## src/rtl/multicycle_control_unit_pkg.sv

```systemverilog
// Shared encodings for the RV32I multicycle control unit: opcodes, FSM states,
// instruction classes and the EXECUTE strobe bundle produced by the main decoder.
package multicycle_control_unit_pkg;

    localparam logic [6:0] OPC_OP       = 7'b0110011;
    localparam logic [6:0] OPC_OP_IMM   = 7'b0010011;
    localparam logic [6:0] OPC_LUI      = 7'b0110111;
    localparam logic [6:0] OPC_AUIPC    = 7'b0010111;
    localparam logic [6:0] OPC_JAL      = 7'b1101111;
    localparam logic [6:0] OPC_JALR     = 7'b1100111;
    localparam logic [6:0] OPC_BRANCH   = 7'b1100011;
    localparam logic [6:0] OPC_LOAD     = 7'b0000011;
    localparam logic [6:0] OPC_STORE    = 7'b0100011;
    localparam logic [6:0] OPC_MISC_MEM = 7'b0001111;
    localparam logic [6:0] OPC_SYSTEM   = 7'b1110011;

    typedef enum logic [2:0] {
        ST_IDLE    = 3'd0,
        ST_FETCH   = 3'd1,
        ST_DECODE  = 3'd2,
        ST_EXECUTE = 3'd3,
        ST_MEM_RD  = 3'd4,
        ST_MEM_WR  = 3'd5
    } state_t;

    typedef enum logic [3:0] {
        CLS_OP, CLS_OP_IMM, CLS_LUI, CLS_AUIPC, CLS_JAL, CLS_JALR, CLS_BRANCH,
        CLS_LOAD, CLS_STORE, CLS_MISC_MEM, CLS_SYSTEM, CLS_ILLEGAL
    } instr_class_t;

    localparam logic [2:0] ALU_ADD = 3'b000;

    localparam logic [1:0] WR_SRC_ALU = 2'b00;
    localparam logic [1:0] WR_SRC_CSR = 2'b01;
    localparam logic [1:0] WR_SRC_MEM = 2'b10;
    localparam logic [1:0] WR_SRC_PC4 = 2'b11;

    localparam logic [1:0] MEM_SIZE_B = 2'b00;
    localparam logic [1:0] MEM_SIZE_H = 2'b01;
    localparam logic [1:0] MEM_SIZE_W = 2'b10;

    typedef struct packed {
        logic       alua_src;
        logic       alub_src;
        logic       sub;
        logic       arithmetic;
        logic       alupc_src;
        logic       pc_src;
        logic       pc_en;
        logic       wr_reg_en;
        logic       mem_addr_src;
        logic       ecall;
        logic       illegal;
        logic [2:0] alu_src;
        logic [1:0] wr_reg_src;
    } exec_strobes_t;

    localparam int STROBE_W = $bits(exec_strobes_t);

endpackage

```

## src/rtl/multicycle_control_unit_decoder.sv

```systemverilog
// Combinational RV32I main decoder: classifies the instruction, checks legality
// and produces the strobes the control unit drives during EXECUTE.
module rv32i_main_decoder
    import multicycle_control_unit_pkg::*;
(
    input  logic [6:0]          opcode,
    input  logic [2:0]          funct3,
    input  logic [6:0]          funct7,
    output logic [3:0]          instr_class,
    output logic                legal,
    output logic [STROBE_W-1:0] strobes
);

    instr_class_t  cls;
    exec_strobes_t s;

    always_comb begin
        cls = CLS_ILLEGAL;
        s   = '0;
        case (opcode)
            OPC_OP: begin
                cls          = CLS_OP;
                s.alu_src    = funct3;
                s.sub        = (funct3 == 3'b000) & funct7[5];
                s.arithmetic = (funct3 == 3'b101) & funct7[5];
                s.wr_reg_en  = 1'b1;
                s.wr_reg_src = WR_SRC_ALU;
                s.pc_en      = 1'b1;
            end
            OPC_OP_IMM: begin
                cls          = CLS_OP_IMM;
                s.alu_src    = funct3;
                s.alub_src   = 1'b1;
                s.arithmetic = (funct3 == 3'b101) & funct7[5];
                s.wr_reg_en  = 1'b1;
                s.wr_reg_src = WR_SRC_ALU;
                s.pc_en      = 1'b1;
            end
            OPC_LUI: begin
                cls         = CLS_LUI;
                s.alub_src  = 1'b1;
                s.alu_src   = ALU_ADD;
                s.wr_reg_en = 1'b1;
                s.pc_en     = 1'b1;
            end
            OPC_AUIPC: begin
                cls         = CLS_AUIPC;
                s.alua_src  = 1'b1;
                s.alub_src  = 1'b1;
                s.alu_src   = ALU_ADD;
                s.wr_reg_en = 1'b1;
                s.pc_en     = 1'b1;
            end
            OPC_JAL, OPC_JALR: begin
                cls          = (opcode == OPC_JAL) ? CLS_JAL : CLS_JALR;
                s.wr_reg_src = WR_SRC_PC4;
                s.wr_reg_en  = 1'b1;
                s.pc_src     = 1'b1;
                s.alupc_src  = (opcode == OPC_JALR);
                s.pc_en      = 1'b1;
            end
            OPC_BRANCH: begin
                // pc_src for branches is resolved from the ALU flags by the FSM
                if (!(funct3 inside {3'b010, 3'b011})) begin
                    cls       = CLS_BRANCH;
                    s.sub     = 1'b1;
                    s.alu_src = ALU_ADD;
                    s.pc_en   = 1'b1;
                end
            end
            OPC_LOAD, OPC_STORE: begin
                if ((opcode == OPC_LOAD) ? (funct3 inside {3'b000, 3'b001, 3'b010, 3'b100, 3'b101})
                                         : (funct3 inside {3'b000, 3'b001, 3'b010})) begin
                    cls            = (opcode == OPC_LOAD) ? CLS_LOAD : CLS_STORE;
                    s.mem_addr_src = 1'b1;
                    s.alub_src     = 1'b1;
                    s.alu_src      = ALU_ADD;
                end
            end
            OPC_MISC_MEM: begin
                cls     = CLS_MISC_MEM;
                s.pc_en = 1'b1;
            end
            OPC_SYSTEM: begin
                if (funct3 == 3'b000 && funct7 == 7'b0000000) begin
                    cls     = CLS_SYSTEM;
                    s.ecall = 1'b1;
                    s.pc_en = 1'b1;
                end
            end
            default: ;
        endcase
        if (cls == CLS_ILLEGAL) begin
            s         = '0;
            s.illegal = 1'b1;
            s.pc_en   = 1'b1;
        end
    end

    assign instr_class = cls;
    assign legal       = (cls != CLS_ILLEGAL);
    assign strobes     = s;

endmodule

```

## src/rtl/multicycle_control_unit.sv

```systemverilog
// RV32I multicycle control FSM: sequences fetch/decode/execute/memory phases,
// runs the memory req/ack handshake and resolves branch outcomes from ALU flags.
//
// state   | meaning
// IDLE    | post-reset, all strobes low, one cycle
// FETCH   | instruction read request until mem_ack, IR load on ack
// DECODE  | IR / register file settle, all strobes low
// EXECUTE | per-class ALU / PC / writeback strobes
// MEM_RD  | load data request until mem_ack, writeback on ack
// MEM_WR  | store request until mem_ack
module multicycle_control_unit
    import multicycle_control_unit_pkg::*;
#(
    parameter int DATA_SIZE = 32
) (
    input  logic       clock,
    input  logic       reset,
    input  logic [6:0] opcode,
    input  logic [2:0] funct3,
    input  logic [6:0] funct7,
    input  logic       zero,
    input  logic       negative,
    input  logic       carry_out,
    input  logic       overflow,
    input  logic       mem_ack,
    output logic       mem_rd_en,
    output logic       mem_wr_en,
    output logic [1:0] mem_size,
    output logic       mem_unsigned,
    output logic       alua_src,
    output logic       alub_src,
    output logic       sub,
    output logic       arithmetic,
    output logic       alupc_src,
    output logic       pc_src,
    output logic       pc_en,
    output logic       wr_reg_en,
    output logic       ir_en,
    output logic       mem_addr_src,
    output logic [2:0] alu_src,
    output logic [1:0] wr_reg_src,
    output logic       ecall,
    output logic       illegal_instruction
);

    if (DATA_SIZE != 32) begin : g_size_check
        $error("multicycle_control_unit supports only DATA_SIZE = 32");
    end

    state_t                state, state_next;
    logic [3:0]            class_bits;
    logic                  legal;
    logic [STROBE_W-1:0]   strobe_bits;
    instr_class_t          cls;
    exec_strobes_t         ex;
    logic                  branch_taken;

    rv32i_main_decoder u_decoder (
        .opcode      (opcode),
        .funct3      (funct3),
        .funct7      (funct7),
        .instr_class (class_bits),
        .legal       (legal),
        .strobes     (strobe_bits)
    );

    assign cls = instr_class_t'(class_bits);
    assign ex  = exec_strobes_t'(strobe_bits);

    always_comb begin
        case (funct3)
            3'b000:  branch_taken = zero;
            3'b001:  branch_taken = ~zero;
            3'b100:  branch_taken = negative ^ overflow;
            3'b101:  branch_taken = ~(negative ^ overflow);
            3'b110:  branch_taken = ~carry_out;
            3'b111:  branch_taken = carry_out;
            default: branch_taken = 1'b0;
        endcase
    end

    always_ff @(posedge clock) begin
        if (reset) state <= ST_IDLE;
        else       state <= state_next;
    end

    always_comb begin
        state_next = state;
        case (state)
            ST_IDLE:    state_next = ST_FETCH;
            ST_FETCH:   if (mem_ack) state_next = ST_DECODE;
            ST_DECODE:  state_next = ST_EXECUTE;
            ST_EXECUTE: begin
                if (legal && cls == CLS_LOAD)       state_next = ST_MEM_RD;
                else if (legal && cls == CLS_STORE) state_next = ST_MEM_WR;
                else                                state_next = ST_FETCH;
            end
            ST_MEM_RD, ST_MEM_WR: if (mem_ack) state_next = ST_FETCH;
            default:    state_next = ST_IDLE;
        endcase
    end

    // Reset gates every strobe so a mid-handshake reset drops the request at once
    always_comb begin
        mem_rd_en           = 1'b0;
        mem_wr_en           = 1'b0;
        mem_size            = MEM_SIZE_B;
        mem_unsigned        = 1'b0;
        alua_src            = 1'b0;
        alub_src            = 1'b0;
        sub                 = 1'b0;
        arithmetic          = 1'b0;
        alupc_src           = 1'b0;
        pc_src              = 1'b0;
        pc_en               = 1'b0;
        wr_reg_en           = 1'b0;
        ir_en               = 1'b0;
        mem_addr_src        = 1'b0;
        alu_src             = ALU_ADD;
        wr_reg_src          = WR_SRC_ALU;
        ecall               = 1'b0;
        illegal_instruction = 1'b0;
        if (!reset) begin
            case (state)
                ST_FETCH: begin
                    mem_rd_en = 1'b1;
                    mem_size  = MEM_SIZE_W;
                    ir_en     = mem_ack;
                end
                ST_EXECUTE: begin
                    alua_src            = ex.alua_src;
                    alub_src            = ex.alub_src;
                    sub                 = ex.sub;
                    arithmetic          = ex.arithmetic;
                    alupc_src           = ex.alupc_src;
                    pc_src              = (cls == CLS_BRANCH) ? branch_taken : ex.pc_src;
                    pc_en               = ex.pc_en;
                    wr_reg_en           = ex.wr_reg_en;
                    mem_addr_src        = ex.mem_addr_src;
                    alu_src             = ex.alu_src;
                    wr_reg_src          = ex.wr_reg_src;
                    ecall               = ex.ecall;
                    illegal_instruction = ex.illegal;
                end
                ST_MEM_RD, ST_MEM_WR: begin
                    mem_addr_src = 1'b1;
                    alub_src     = 1'b1;
                    mem_size     = funct3[1:0];
                    pc_en        = mem_ack;
                    if (state == ST_MEM_RD) begin
                        mem_rd_en    = 1'b1;
                        mem_unsigned = funct3[2];
                        wr_reg_en    = mem_ack;
                        wr_reg_src   = mem_ack ? WR_SRC_MEM : WR_SRC_ALU;
                    end else begin
                        mem_wr_en = 1'b1;
                    end
                end
                default: ;
            endcase
        end
    end

endmodule

```

## config.mk

```make
export PLATFORM = sky130hd
export DESIGN_NAME = multicycle_control_unit
export DESIGN_NICKNAME = d
export VERILOG_FILES = /design/src/rtl/multicycle_control_unit_pkg.sv /design/src/rtl/multicycle_control_unit_decoder.sv /design/src/rtl/multicycle_control_unit.sv
export SDC_FILE = /design/constraint.sdc
export NUM_CORES = 1
export LEC_CHECK = 0
export ABC_AREA = 1
export BUFFER_PORTS_ARGS = -buffer_cell sky130_fd_sc_hd__buf_2
export CAP_MARGIN = 15
export CORE_MARGIN = 2
export CORE_UTILIZATION = 44
export DETAILED_ROUTE_END_ITERATION = 8
export PLACE_DENSITY = 0.8
export SYNTH_ARGS = -nofsm -noshare
export SYNTH_HDL_FRONTEND = slang
export SYNTH_SLANG_ARGS = --single-unit
```

## constraint.sdc

```tcl
create_clock -name clock -period 1.45 [get_ports clock]
set_input_delay 0.0725 -clock clock [delete_from_list [all_inputs] [get_ports clock]]
set_output_delay 0.0725 -clock clock [all_outputs]
set_load 0.005 [all_outputs]
```

### After elaboration in Yosys (flattened, before gate mapping)

Cells that the tools add are included.

| word-level totals | value |
|---|---|
| flip-flop bits (word level) | 3 |
| bits in latches | 0 |
| RAM bits | 0 |
| ROM bits | 0 |
| bits of input ports | 24 |
| output and inout port bits | 22 |
| memories | 0 |

| operators by class | value |
|---|---|
| add/sub/neg operators | 0 |
| $mul | 0 |
| divide/modulo/power cells | 0 |
| $lt $le $gt $ge | 0 |
| equality and inequality tests | 30 |
| shift operators | 0 |
| multiplexer cells | 71 |
| bitwise gates (word level) | 6 |
| reductions and logical operators | 17 |

Operator list:

| operator | count |
|---|---|
| 1-bit two-way mux | 41 |
| 4-bit one-hot mux with 9 select lines | 1 |
| 7-bit equality test (second input constant) | 4 |
| 7-bit by 6-bit equality test with 1-bit output (second input constant) | 3 |
| 3-bit two-way mux | 7 |
| 3-bit equality test (second input constant) | 6 |
| 16-bit two-way mux | 1 |
| 3-bit one-hot mux with 5 select lines | 1 |
| 7-bit by 5-bit equality test with 1-bit output (second input constant) | 2 |
| 1-bit one-hot mux with 2 select lines | 7 |
| 3-bit by 2-bit equality test with 1-bit output (second input constant) | 4 |
| 2-bit two-way mux | 6 |
| 4-bit two-way mux | 3 |
| 4-bit by 3-bit equality test with 1-bit output (second input constant) | 2 |
| 4-bit equality test (second input constant) | 2 |
| 2-bit one-hot mux with 2 select lines | 2 |
| 2-bit OR reduction | 4 |
| 7-bit by 2-bit equality test with 1-bit output (second input constant) | 1 |
| 7-bit by 4-bit equality test with 1-bit output (second input constant) | 1 |
| 7-bit logical NOT | 1 |
| 7-bit OR reduction | 1 |
| 3-bit by 1-bit equality test with 1-bit output (second input constant) | 2 |
| 3-bit logical NOT | 2 |
| 1-bit one-hot mux with 6 select lines | 1 |
| other kinds (13) | 19 |

### Depth between registers and ports, before layout

| depth | value |
|---|---|
| depth after elaboration | 10 |
| gate-level depth with buffers | 11 |
| gate-level depth less buffers | 11 |

### Worst setup path after synthesis

Ideal clock, no wire load.

| path | value |
|---|---|
| path type | flip-flop to output port |
| from | register state[0] |
| to | output alu_src[0] |
| data arrival time | 1.089 ns |
| required time | 1.378 ns |
| slack | 0.288 ns |
| stages on the path, launching flop included | 7 |
| buffers on the path | 0 |
| cell sequence | dfxtp_1 inv_2 nor3_4 inv_2 nor2_2 nand3_1 nor2_1 |

| between the ends | value |
|---|---|
| longest elaborated chain between the ends | 3 |

Ends and longest elaborated chain:

| what | RTL line | text |
|---|---|---|
| start: declaration | multicycle_control_unit.sv:50 | `state_t state, state_next;` |
| start signal: assignment | multicycle_control_unit.sv:84 | `else state <= state_next;` |
| 3-bit by 2-bit equality test with 1-bit output | multicycle_control_unit.sv:124 | `case (state)` |
| 3-bit two-way mux | multicycle_control_unit.sv:124 |  |
| 3-bit two-way mux | multicycle_control_unit.sv:123 | `if (!reset) begin` |
| end: declaration | multicycle_control_unit.sv:40 | `output logic [2:0] alu_src,` |

No other way between the ends.

### Worst setup path after layout

| path | value |
|---|---|
| from | register state[0] |
| to | output alu_src[1] |

The elaborated chain is that of the path after synthesis.

==> reports/qor.yml <==
synth_top_area_share: 0.165
clock_sinks: 3
nets: 242
dpl.cell_count: 230
cts.clk_slew.worst_paths_ps: 30
syn_nets: 182
layout_commonest_cell: "buf_2"
tns_ps: -5.08
top_usage_layer: "met2"
route.detailed.drc: 0
hold_path.class: "in -> reg"
routed_wl_mm: 3.21
holdBufCountCts: 0
use_met2: 0.463
maxSlewViolCount: 0
yosys_warnings: 0
drt_iter0_markers: 50
largest-register: "state"
min_period_ps: 1460
synth_area_leaders: "nor2_1 16%, nand2_1 13%, a21oi_1 7.3%"
hpwl_mm: 2.19
vdd_drop_max_uv: 454
largest_register_ffs: 3
cp.required_ps: 1380
clock_skew_ps: 0.964
die_w_um: 47.2
leakagePower_nw: 0.710
grt_use_met3: 0.0192
routed_via_density: 5.55
num_rows: 15
initial_core_util: 0.470
die_h_um: 47.2
grt_pass1_wl_mm: 4.04
grt_max_degree: 10
synth_seq_cells: 3
final_cells: 242
drt-pass1-iter-count: 4
grt_setup_unrepaired: "true"
worst_pin_slew_ps: 328
avgSynthCellArea_um2: 5.19
grt_pass1_vias: 1073
cts_buffer_depth: 2
total_power_mw: 0.488
final_area_um2: 1350
drv_cap: 0
cp-start-kind: "flop"
drive_above_1_share: 0.548
largest_registers: "state: 3 flops"
worstSetupPathType: "reg -> out"
cts_root_buf: "clkbuf_4"
hold_viol: 0
ant_nets: 0
violations: "negative setup slack"
coreArea_um2: 1750
synthesis.area_um2: 820
syn_to_final_growth_pct: 65.2
track_usage: 0.243
io_pins: 46
met1_usage: 0.297
fin_util: 0.776
dp_worst_setup_slack_ps: 78.8
slew_headroom: 0.779
n_antenna_cell: 0
placed_cell_area_um2: 1090
synth_top_cell_by_area: "nor2_1"
port_buffers: 45
ys_seq_area_frac: 0.0733
outcome: "finished, violations left"
place_congestion: 0.876
fin_ws_ps: -5.08
dieArea_um2: 2220
setup-violations-final: 1
power-per-cell-area_nw_per_um2: 361
synthCells: 158
critical_path_arrival_ps: 1380
grt_overflow: 0
crit_path_end_kind: "output pin"
layout_common_cells: "41 x buf_2, 23 x nor2_1, 22 x nand2_1"
cts_tree: "yes"
clock.fmax_mhz: 687
clk_latency_ps: 220
vias: 1343
wl_per_cell_um: 13.3
crit_path_max_fanout: 4
antenna_found_initial: 0
period_share: 1.00
holdWs_ps: 108
cts_max_level: 1
synth.distinct_cells: 25
cts-buffers-inserted: 3
[cell type report]
type / count / area [um2]
Multi-Input combinational cell: 130 / 805
Timing Repair Buffer: 55 / 322
Fill cell: 149 / 392
Sequential cell: 3 / 68.8
Tap cell: 25 / 31.3
Inverter: 25 / 101
Clock buffer: 4 / 26.3
[worst max-delay path: stages (launching register included)]
cell and delay (ps):
dfxtp_4 360, inv_4 50, nor3_4 200, inv_2 90
nor2_4 140, nand3_2 100, nor2_1 100, buf_2 120
[cells in the mapped netlist]
master,instances
xnor2_1,1
a21oi_1,12
nor2_2,4
nor3_2,1
inv_2,10
nor2_8,1
nand2_4,1
o21ai_0,7
nor4_1,1
nand3_2,4
o211a_1,1
nand2_2,6
o21a_1,1
a41oi_1,1
nand3b_1,1
or2_2,1
nand3_1,10
nand4_1,4
inv_1,15
nor2_1,36
nor3_4,1
nand2_1,29
dfxtp_1,3
nor3_1,6
o22ai_1,1
[worst paths after layout]
path	start	slack (ps)	to	depth (start not counted)
worst min register to register	state[0]$_SDFFE_PP0P_	520	state[0]$_SDFFE_PP0P_	2
worst min-delay path	mem_ack	110	state[2]$_SDFFE_PP0P_	2
worst max-delay path	state[0]$_SDFFE_PP0P_	-5	alu_src[1]	7
worst max register to register	state[0]$_SDFFE_PP0P_	240	state[2]$_SDFFE_PP0P_	7
[per-layer routing]
metal	up-vias	part of all wire
met5	-	0
met4	0	0.0078
met3	4	0.053
met2	65	0.54
met1	631	0.40
li1	643	-
[power breakdown]
part / switching, mW / leakage (nW) / internal, mW
logic: 0.156 / 0.669 / 0.0930
clock network: 0.0370 / 0.0150 / 0.103
registers: 0.00877 / 0.0264 / 0.0906
[cell families (layout without fill, tap and decap cells)]
group	count (synthesis)	after routing	share of synthesized area
AOI/OAI and AO/OA	23	23	0.156
xor gates and xnor gates	1	1	0.0107
buffers and inverters	25	84	0.115
DFF	3	3	0.0733
and+or+nand+nor	106	106	0.646
[timing repair]
item | in CTS | in global routing
pin swaps | 0 | 23
buffers inserted | 0 | 8
gates resized for setup | 4 | 51
setup endpoints to repair | 14 | 19
Power figures use the tool's default switching activity.
